$ cat src/rtl/pte_barrier_queue.sv
// Purpose: registered FIFO of page-table entries between the PTW response path and the TLB refill port, with optional sanitising.
// Latency: an entry is visible on the dequeue side no earlier than one cycle after its enqueue; no bypass path.
// Backpressure: enqueue stalls when full, unless PIPE lets it through on a same-cycle dequeue; flush blocks enqueue.
module pte_barrier_queue #(
  parameter int PPN_WIDTH = 54,
  parameter int DEPTH     = 2,
  parameter int PIPE      = 1,
  parameter int SANITIZE  = 1,
  localparam int CW       = $clog2(DEPTH + 1),
  localparam int PW       = (DEPTH > 1) ? $clog2(DEPTH) : 1
) (
  input  logic                 clock,
  input  logic                 reset,
  input  logic                 io_flush,
  input  logic                 io_enq_valid,
  output logic                 io_enq_ready,
  input  logic [PPN_WIDTH-1:0] io_enq_ppn,
  input  logic [7:0]           io_enq_flags,
  output logic                 io_deq_valid,
  input  logic                 io_deq_ready,
  output logic [PPN_WIDTH-1:0] io_deq_ppn,
  output logic [7:0]           io_deq_flags,
  output logic                 io_deq_fault,
  output logic [CW-1:0]        io_count
);

  // One stored entry; flags are {d,a,g,u,x,w,r,v} with v in bit 0.
  typedef struct packed {
    logic [PPN_WIDTH-1:0] ppn;
    logic [7:0]           flags;
  } pte_t;

  pte_t          slot_q [DEPTH];
  logic [PW-1:0] head_q, head_d;
  logic [PW-1:0] tail_q, tail_d;
  logic [CW-1:0] count_q, count_d;
  logic          full;
  logic          enq_fire;
  logic          deq_fire;
  pte_t          head_ent;
  logic [PPN_WIDTH-1:0] san_ppn;
  logic [7:0]    san_flags;
  logic          san_fault;

  // Pointers wrap at DEPTH-1, so DEPTH need not be a power of two.
  function automatic logic [PW-1:0] ptr_inc(input logic [PW-1:0] p);
    return (p == PW'(DEPTH - 1)) ? '0 : p + PW'(1);
  endfunction

  assign full         = (count_q == CW'(DEPTH));
  // With PIPE, a full queue still accepts when the head leaves in the same cycle.
  assign io_enq_ready = !io_flush && (!full || ((PIPE != 0) && io_deq_ready));
  assign io_deq_valid = (count_q != '0);
  assign enq_fire     = io_enq_valid && io_enq_ready;
  assign deq_fire     = io_deq_valid && io_deq_ready;
  assign io_count     = count_q;

  // Next pointer/occupancy; flush overrides both handshakes.
  always_comb begin
    head_d  = head_q;
    tail_d  = tail_q;
    count_d = count_q;
    if (io_flush) begin
      head_d  = '0;
      tail_d  = '0;
      count_d = '0;
    end else begin
      if (enq_fire) tail_d = ptr_inc(tail_q);
      if (deq_fire) head_d = ptr_inc(head_q);
      if (enq_fire && !deq_fire) begin
        count_d = count_q + CW'(1);
      end else if (!enq_fire && deq_fire) begin
        count_d = count_q - CW'(1);
      end
    end
  end

  // Pointer and occupancy registers; reset empties the queue without a clock.
  always_ff @(posedge clock or negedge reset) begin
    if (!reset) begin
      head_q  <= '0;
      tail_q  <= '0;
      count_q <= '0;
    end else begin
      head_q  <= head_d;
      tail_q  <= tail_d;
      count_q <= count_d;
    end
  end

  // Slot storage; when full with PIPE the write reuses the slot the head is vacating.
  always_ff @(posedge clock or negedge reset) begin
    if (!reset) begin
      for (int i = 0; i < DEPTH; i++) slot_q[i] <= '0;
    end else if (enq_fire) begin
      slot_q[tail_q] <= '{ppn: io_enq_ppn, flags: io_enq_flags};
    end
  end

  // Output sanitising: invalid entries read as zero, write-without-read is reported and invalidated.
  always_comb begin
    head_ent  = slot_q[head_q];
    san_ppn   = head_ent.ppn;
    san_flags = head_ent.flags;
    san_fault = 1'b0;
    if (SANITIZE != 0) begin
      if (!head_ent.flags[0]) begin
        san_ppn   = '0;
        san_flags = '0;
      end else if (head_ent.flags[2] && !head_ent.flags[1]) begin
        san_flags[0] = 1'b0;
        san_fault    = 1'b1;
      end
    end
    io_deq_ppn   = san_ppn;
    io_deq_flags = san_flags;
    io_deq_fault = san_fault && io_deq_valid;
  end

endmodule

$ cat config.mk
export PLATFORM = sky130hd
export DESIGN_NAME = pte_barrier_queue
export DESIGN_NICKNAME = d
export VERILOG_FILES = /design/src/rtl/pte_barrier_queue.sv
export SDC_FILE = /design/constraint.sdc
export NUM_CORES = 1
export LEC_CHECK = 0
export BUFFER_PORTS_ARGS = -buffer_cell sky130_fd_sc_hd__buf_2
export CORE_MARGIN = 2
export CORE_UTILIZATION = 54
export DETAILED_ROUTE_END_ITERATION = 10
export GPL_TIMING_DRIVEN = 0
export PLACE_DENSITY = 0.87
export SLEW_MARGIN = 30
export SYNTH_ARGS = -nofsm -noshare
export SYNTH_HDL_FRONTEND = slang
export SYNTH_SLANG_ARGS = --single-unit
$ cat constraint.sdc
create_clock -name clock -period 2.3 [get_ports clock]
set_input_delay 0.23 -clock clock [delete_from_list [all_inputs] [get_ports clock]]
set_output_delay 0.23 -clock clock [all_outputs]
set_load 0.03 [all_outputs]
==> results by stage, run 1 <==
Setup path:
- The sort of element at the start of the critical path is a flip-flop.
- Of all nets on the critical path, the largest fanout is 10.
- The slowest cell on the critical path is sky130_fd_sc_hd__dfrtp_1.
- The arrival time reported for the critical path endpoint is 1950 ps.
- In this design, the stage delay of the slowest critical-path cell is 400 ps.
- The critical path goes through clkbuf_4, buf_4, mux2i_1, nor2_1, buf_2.
- The kind of critical path is reg -> out.
- For the worst setup path, the data required time is 2070 ps.
- STA classifies the critical path endpoint as an output port.

GRT:
- The via count of the first global-routing pass is 4,514.
- The pin count of the biggest net entering global routing is 81.
- The remaining global-route overflow is 0.
- The first global-routing pass estimated 22.6 mm of wire.
- The number of antenna violations at the first check in global routing is 0.
- For this run, the total global-route usage over all layers was measured as 24.8%.

Timing:
- The final critical delay including setup and external delays is 2180 ps.
- The count of pins over their slew limit was 0.
- Setup violations remaining at the end of the flow were counted as 0.
- The peak clock frequency supported by timing is 459 MHz.
- Between clock sinks in the finished design, the worst skew comes to 10.8 ps.
- Setup repair after global routing left no endpoint under its margin.
- The worst hold margin is 124 ps.
- The slew of the pin with the lowest slew margin is 601 ps.
- The setup TNS is 0 ps.
- Measured against its own limit, the worst slew margin works out to 59.9%.
- The final-report hold violation count is 0.
- Of the available clock period, the critical path in the final layout requires 94.7%.

Logic synthesis:
- In this run, synthesis produced a sequential element count of 128.
- The number of instances in the synthesized netlist is 429.
- Sequential elements use 53.4% of the synthesized area.
- For this run, the leading register cell type out of synthesis is sky130_fd_sc_hd__dfrtp_1.
- Each instance of the synthesized netlist takes up on average 14.0 µm².
- Summing every instance area after synthesis gives 6000 µm².
- The number of enable flip-flop cells after synthesis is 0.
- The fraction of synthesis flops using an asynchronous set or reset pin is 100%.
- The number of distinct library cells after synthesis is 26.
- During synthesis, Yosys emitted a total of 0 warnings.
- The total nets after synthesis is 496.

Clock network:
- The level count of the clock H-tree is 4.
- The clock passes through at most 2 buffers.
- The register clock-pin slew on the reported worst setup and hold paths is 60 ps.
- The number of buffers inserted during clock tree synthesis is 17.
- The clock tree from TritonCTS is yes.
- The cell at the root of the clock tree is sky130_fd_sc_hd__clkbuf_8.
- The number of sinks driven by the clock tree is 128.
- The clock reaches the later pin of the worst-skew pair after 520 ps.

Run:
- Across the run, the number of max-cap violations was 0.

Drt:
- The routed wire length per instance is 17.7 µm.
- The wire length reported by the detailed router is 14.1 mm.
- The average via count per standard cell is 5.17.
- The total iterations of the first detailed-routing run is 4.
- The number of antenna-violating nets in the routed design is 0.
- The post-detailed-route DRC marker count is 0.
- The number of DRC violations after detailed-routing iteration 0 is 190.
- The detailed router placed 4,132 vias in this run.

Layout:
- In the layout the commonest cells are 139 x sky130_fd_sc_hd__buf_2, 128 x sky130_fd_sc_hd__dfrtp_1, 65 x sky130_fd_sc_hd__mux2_2, 64 x sky130_fd_sc_hd__nor2_1, 64 x sky130_fd_sc_hd__dlygate4sd3_1.
- Cells with a size suffix above 1 make up 48.6% of the layout.
- The number of antenna diodes in the final layout is 0.
- The final standard cell utilization of the core is 75.9%.
- The layout overhead on the synthesized area is 37.1%.
- The leading cell type in the layout, fill and taps excluded is sky130_fd_sc_hd__buf_2.
- The net total in the final layout is 713.

Min path:
- The min-delay analysis places its worst path in the category in -> reg.

Die:
- The initial cell density of the core is 55.4%.
- The die covers 12,000 µm².
- The vertical die dimension is 109 µm.
- The number of ports placed on the die boundary is 134.
- The floorplan step set the die width to 109 µm.
- The floorplan core area is 10,800 µm².
- The number of rows created at floorplan is 38.

Placed design:
- The placer congestion estimate is 0.749.
- Input and output buffers added on the ports amount to 133.
- The HPWL after detailed placement is 8.82 mm.

Run status:
- The flow ran to the end, and the final reports show no timing, DRC or antenna violations.

Power:
- The overall power after layout is 8470 µW.
- For this design the ratio of total power to cell area is 1030 nW/µm².
- The maximum ir drop on the vdd rail is 0.760 mV.
- The static leakage is 0.00399 µW.
==> power by group <==
group          total (µW)  switching, µW  internal, µW
registers            3130            322          2800
clock network        2970           1010          1960
logic                2370           1270          1100
total                8470           2610          5860
==> worst max-delay path, delay by kind of cell, from the launching register on <==
kind | cells | cell delay, ps
buffers and inverters | 3 | 760
and+or+nand+nor | 1 | 160
DFF | 1 | 400
muxes | 1 | 110
==> cell families (layout without fill, tap and decap cells) <==
group	count (synthesis)	count (layout)	share of synthesized area (%)
mux	186	186	37.3
flops	128	128	53.4
simple gates	78	78	5.55
buf+inv	27	257	2.65
compound gates	8	8	0.834
xor+xnor	2	2	0.292
==> through the flow <==
| step | instances | cell area, µm² | setup WS [ps] |
|---|---|---|---|
| 3_5_place_dp | 703 | 6880 | 21.2 |
| 4_1_cts | 799 | 8220 | 9.38 |
| 5_1_grt | 799 | 8230 | 15.0 |
| 6_report | 799 | 8230 | 123 |
| 3_3_place_gp | 702 | 6840 | -537 |
| 2_1_floorplan | 429 | 6000 | 319 |
==> state kept, by name, summed over array words and instances, names as in the netlist <==
signal    cells
slot_q      124
tail_q        1
head_q        1
io_count      2
==> timing repair <==
action | CTS | global route
hold buffers | 64 | 0
endpoints found under the hold margin | 205 | 0
resized for setup | 19 | 7
setup buffers | 0 | 0
endpoints found under the setup margin | 61 | 46
==> metal layers <==
layer / track usage [%] / wire, µm
met1: 30.6 / 6180
met2: 42.9 / 7250
met3: 6.64 / 612
met4: 6.78 / 108
met5: 0 / 0
==> cell usage after synthesis, drive strengths merged, types with 2 or more instances <==
master / instances / area [µm²]
dfrtp: 128 / 3200
mux2: 124 / 1620
nor2: 64 / 240
mux2i: 62 / 621
buf: 19 / 129
clkbuf: 7 / 26.3
a21oi: 3 / 15.0
nand2: 3 / 11.3
nor2b: 3 / 18.8
nand2b: 2 / 12.5
nor3: 2 / 15.0
o21ai: 2 / 10.0
xor2: 2 / 17.5
==> cell type report <==
class,instances,area (µm²)
Sequential cell,128,3200
Multi-Input combinational cell,274,2650
Fill cell,663,2620
Timing Repair Buffer,198,1340
Clock buffer,20,455
Clock inverter,12,203
Buffer,26,190
Tap cell,140,175
Inverter,1,3.75
==> worst paths after layout <==
check / slack (ps) / start / depth (start not counted) / to
max: 120 / head_q / 5 / io_deq_ppn[50]
min: 120 / io_enq_valid / 3 / tail_q
max reg2reg: 260 / io_count[1] / 4 / slot_q[52]
min reg2reg: 510 / slot_q[13] / 1 / slot_q[13]
max in group asynchronous: 1340 / reset / 3 / slot_q[112]
min in group asynchronous: 300 / reset / 2 / slot_q[79]
(Power assumes the default switching activity.)
==> inputs of run 2 (changes only) <==
- CTS_CLUSTER_DIAMETER: not set -> 150
- SETUP_SLACK_MARGIN: not set -> 0.4
==> run 2 against run 1 <==
- power grew 11%
- clock skew down 5.4 ps
- global-route usage rose by 3.1 points
- maximum frequency increased by 4.2%
- sequential share of layout area is 4.1 points lower
- cell area is 12% higher
- die area stayed put
- largest power group unchanged
==> results by stage, run 2 (synthesized netlist as in run 1, its figures left out) <==
Power:
- The relative contribution of the clock network to total power is 31.7% (was 35.1%).
- The switching portion of total power is 31.8% (was 30.8%).
- The internal power component is 6400 µW (was 5860 µW).
- The total power density per cell area is 1020 nW/µm² (was 1030 nW/µm²).
- The static leakage is 0.00419 µW (was 0.00399 µW).
- The net switching component of the power came to 2980 µW (was 2610 µW).
- The part of the total power dissipated in combinational logic is 33.5% (was 28.0%).
- The maximum ir drop on the vdd rail is 0.755 mV (was 0.760 mV).
- The sequential share of power is 34.8% (was 36.9%).
- The overall power after layout came to 9380 µW (was 8470 µW).

Timing:
- The final setup skew is 5.36 ps (was 10.8 ps).
- The final setup violation count is 0 (unchanged).
- The worst hold margin is 170 ps (was 124 ps).
- RSZ-0062 raised after global routing: true (was false).
- The count of pins over their slew limit is 0 (unchanged).
- The post-route clock period utilization was 90.8% (was 94.7%).
- The worst relative slew slack is 68.4% (was 59.9%).
- The peak clock frequency supported by timing is 479 MHz (was 459 MHz).
- The final-report hold violation count is 0 (unchanged).
- The slew of the pin with the lowest slew margin is 474 ps (was 601 ps).
- The final critical delay including setup and external delays came to 2090 ps (was 2180 ps).

Placed design:
- The count of port buffers added during placement is 133 (unchanged).
- The placer congestion estimate was 0.746 (was 0.749).
- The placed standard-cell area is 6880 µm² (about the same).
- The final HPWL from detailed placement was 8.80 mm (was 8.82 mm).

Min path:
- The number of cells on the worst hold path is 3 (unchanged).
- The class of the tightest hold or removal check is in -> reg (unchanged).

Layout:
- The number of fillers in the final layout is 486 (was 663).
- The number of inserted diodes is 0 (unchanged).
- The leading cell type in the layout, fill and taps excluded is sky130_fd_sc_hd__dfrtp_1 (was sky130_fd_sc_hd__buf_2).
- The flip-flop count of the largest register after layout is 124 (unchanged).
- The cell area after layout was 9200 µm² (was 8230 µm²).
- The net total in the final layout is 721 (was 713).
- The fraction of final layout cells with drive strength greater than 1 is 60.0% (was 48.6%).
- The layout overhead on the synthesized area is 53.3% (was 37.1%).
- Commonest cells after routing, fill and taps aside: 125 x sky130_fd_sc_hd__dfrtp_1, 73 x sky130_fd_sc_hd__buf_2, 65 x sky130_fd_sc_hd__mux2_2, 64 x sky130_fd_sc_hd__dlygate4sd3_1, 59 x sky130_fd_sc_hd__mux2_4 (was 139 x sky130_fd_sc_hd__buf_2, 128 x sky130_fd_sc_hd__dfrtp_1, 65 x sky130_fd_sc_hd__mux2_2, 64 x sky130_fd_sc_hd__nor2_1, 64 x sky130_fd_sc_hd__dlygate4sd3_1).
- The most flop-heavy register is slot_q (unchanged).

Setup path:
- The kind of critical path is reg -> out (unchanged).
- The endpoint required time on the critical path was 2070 ps (about the same).
- The internal reg-to-reg setup slack is 430 ps (was 260 ps).
- The sort of element at the start of the critical path is a flip-flop (unchanged).
- The element type at the critical path end is an output port (unchanged).
- The arrival time reported for the critical path endpoint is 1860 ps (was 1950 ps).
- The length in cells of the worst reg-to-reg path is 5 (was 4).
- The largest fanout on the critical path is 10 (unchanged).

Die:
- The area enclosed by the die boundary was 12,000 µm² (unchanged).
- The vertical die dimension is 109 µm (unchanged).
- The floorplan core area came to 10,800 µm² (unchanged).
- The initial cell density of the core is 55.4% (unchanged).
- The number of ports placed on the die boundary is 134 (unchanged).
- The x dimension of the die was 109 µm (unchanged).
- The number of rows created at floorplan is 38 (unchanged).

Clock network:
- The number of buffers inserted during clock tree synthesis is 17 (unchanged).
- The worst-case clock buffer depth is 2 (unchanged).
- The clock tree from TritonCTS is yes (unchanged).
- The level count of the clock H-tree came to 4 (unchanged).
- The number of sinks driven by the clock tree is 128 (unchanged).
- The clock latency on the worst-skew pair is 530 ps (was 520 ps).
- The register clock-pin slew on the reported worst setup and hold paths came to 60 ps (about the same).
- The cell at the root of the clock tree is sky130_fd_sc_hd__clkbuf_8 (unchanged).

Drt:
- The number of antenna-violating nets in the routed design came to 0 (unchanged).
- The routed wire length per instance came to 20.8 µm (was 17.7 µm).
- The wire length reported by the detailed router is 16.8 mm (was 14.1 mm).
- The total iterations of the first detailed-routing run is 4 (unchanged).
- The post-detailed-route DRC marker count is 0 (unchanged).
- The average via count per standard cell is 5.45 (was 5.17).
- The number of DRC violations after detailed-routing iteration 0 is 196 (was 190).
- The via count of the routed design is 4,398 (was 4,132).

GRT:
- The remaining global-route overflow came to 0 (unchanged).
- The wire length of the first global-routing pass is 24.9 mm (was 22.6 mm).
- The total global-route track usage was 27.9% (was 24.8%).
- The pin count of the biggest net entering global routing is 68 (was 81).
- The number of antenna violations at the first check in global routing is 0 (unchanged).
- The via count of the first global-routing pass was 4,803 (was 4,514).

Run status:
- Status: finished, final reports clean (unchanged).

Run:
- The max-cap check violation count is 0 (unchanged).
-- run 2: final timing paths --
check | start | end
worst max-delay path | head_q | io_deq_ppn[11]
worst min-delay path | io_enq_valid | tail_q
worst max register to register | io_count[1] | slot_q[100]
min in group asynchronous | reset | slot_q[19]
worst min register to register | slot_q[70] | slot_q[70]
max in group asynchronous | reset | io_count[1]
-- run 2: layer usage --
metal	global-route usage, %	vias up	part of all wire (%)
met4	12.3	0	3.0
met5	0	-	0
met1	32.2	2245	40
met2	48.7	157	53
li1	-	1945	-
met3	7.29	51	4.6
-- run 2: metrics by stage --
| step | TNS [ps] | cells | setup slack (ps) | util, % |
|---|---|---|---|---|
| 2_1_floorplan | 0 | 429 | 401 | - |
| 5_1_grt | 0 | 807 | 155 | 84.9 |
| 6_report | 0 | 807 | 212 | 84.9 |
| 3_5_place_dp | -33.1 | 703 | -33.1 | 63.5 |
| 3_3_place_gp | -65520 | 702 | -737 | 63.1 |
| 4_1_cts | 0 | 806 | 256 | 82.0 |
-- run 2: power by group through the flow --
| stage | clock network [µW] | registers [µW] | logic, µW |
|---|---|---|---|
| after detailed placement | 0 | 3140 | 2250 |
| final | 2980 | 3260 | 3140 |
| after global routing | 3100 | 3310 | 3310 |
| after floorplan | 0 | 3050 | 1670 |
| after global placement | 0 | 3090 | 2170 |
| after CTS | 2970 | 3150 | 2850 |
-- run 2: cell type report --
cell class	count	area [µm²]	share of cell area [%]
flip-flops and latches	128	3210	34.9
multi-input cells	274	3100	33.7
repair buffers	206	1720	18.7
clock buffers	22	473	5.14
plain buffers	26	343	3.73
clock inverters	10	180	1.96
well taps	140	175	1.90
inverters	1	3.75	0.0408
-- run 2: what timing repair did --
action                                 CTS  global route
setup endpoints to repair              182           151
setup buffers                            5             1
hold buffers                            64             0
pin swaps                                0             0
cloned                                   2             0
resized for setup                      188            71
endpoints found under the hold margin  187             0
-- run 2: worst max-delay path, stage by stage (launching register included) --
cell and delay [ps]:
sky130_fd_sc_hd__dfrtp_2 430, sky130_fd_sc_hd__clkbuf_16 210, sky130_fd_sc_hd__buf_12 170, sky130_fd_sc_hd__mux2i_2 320, sky130_fd_sc_hd__nor2_4 50, sky130_fd_sc_hd__buf_6 140
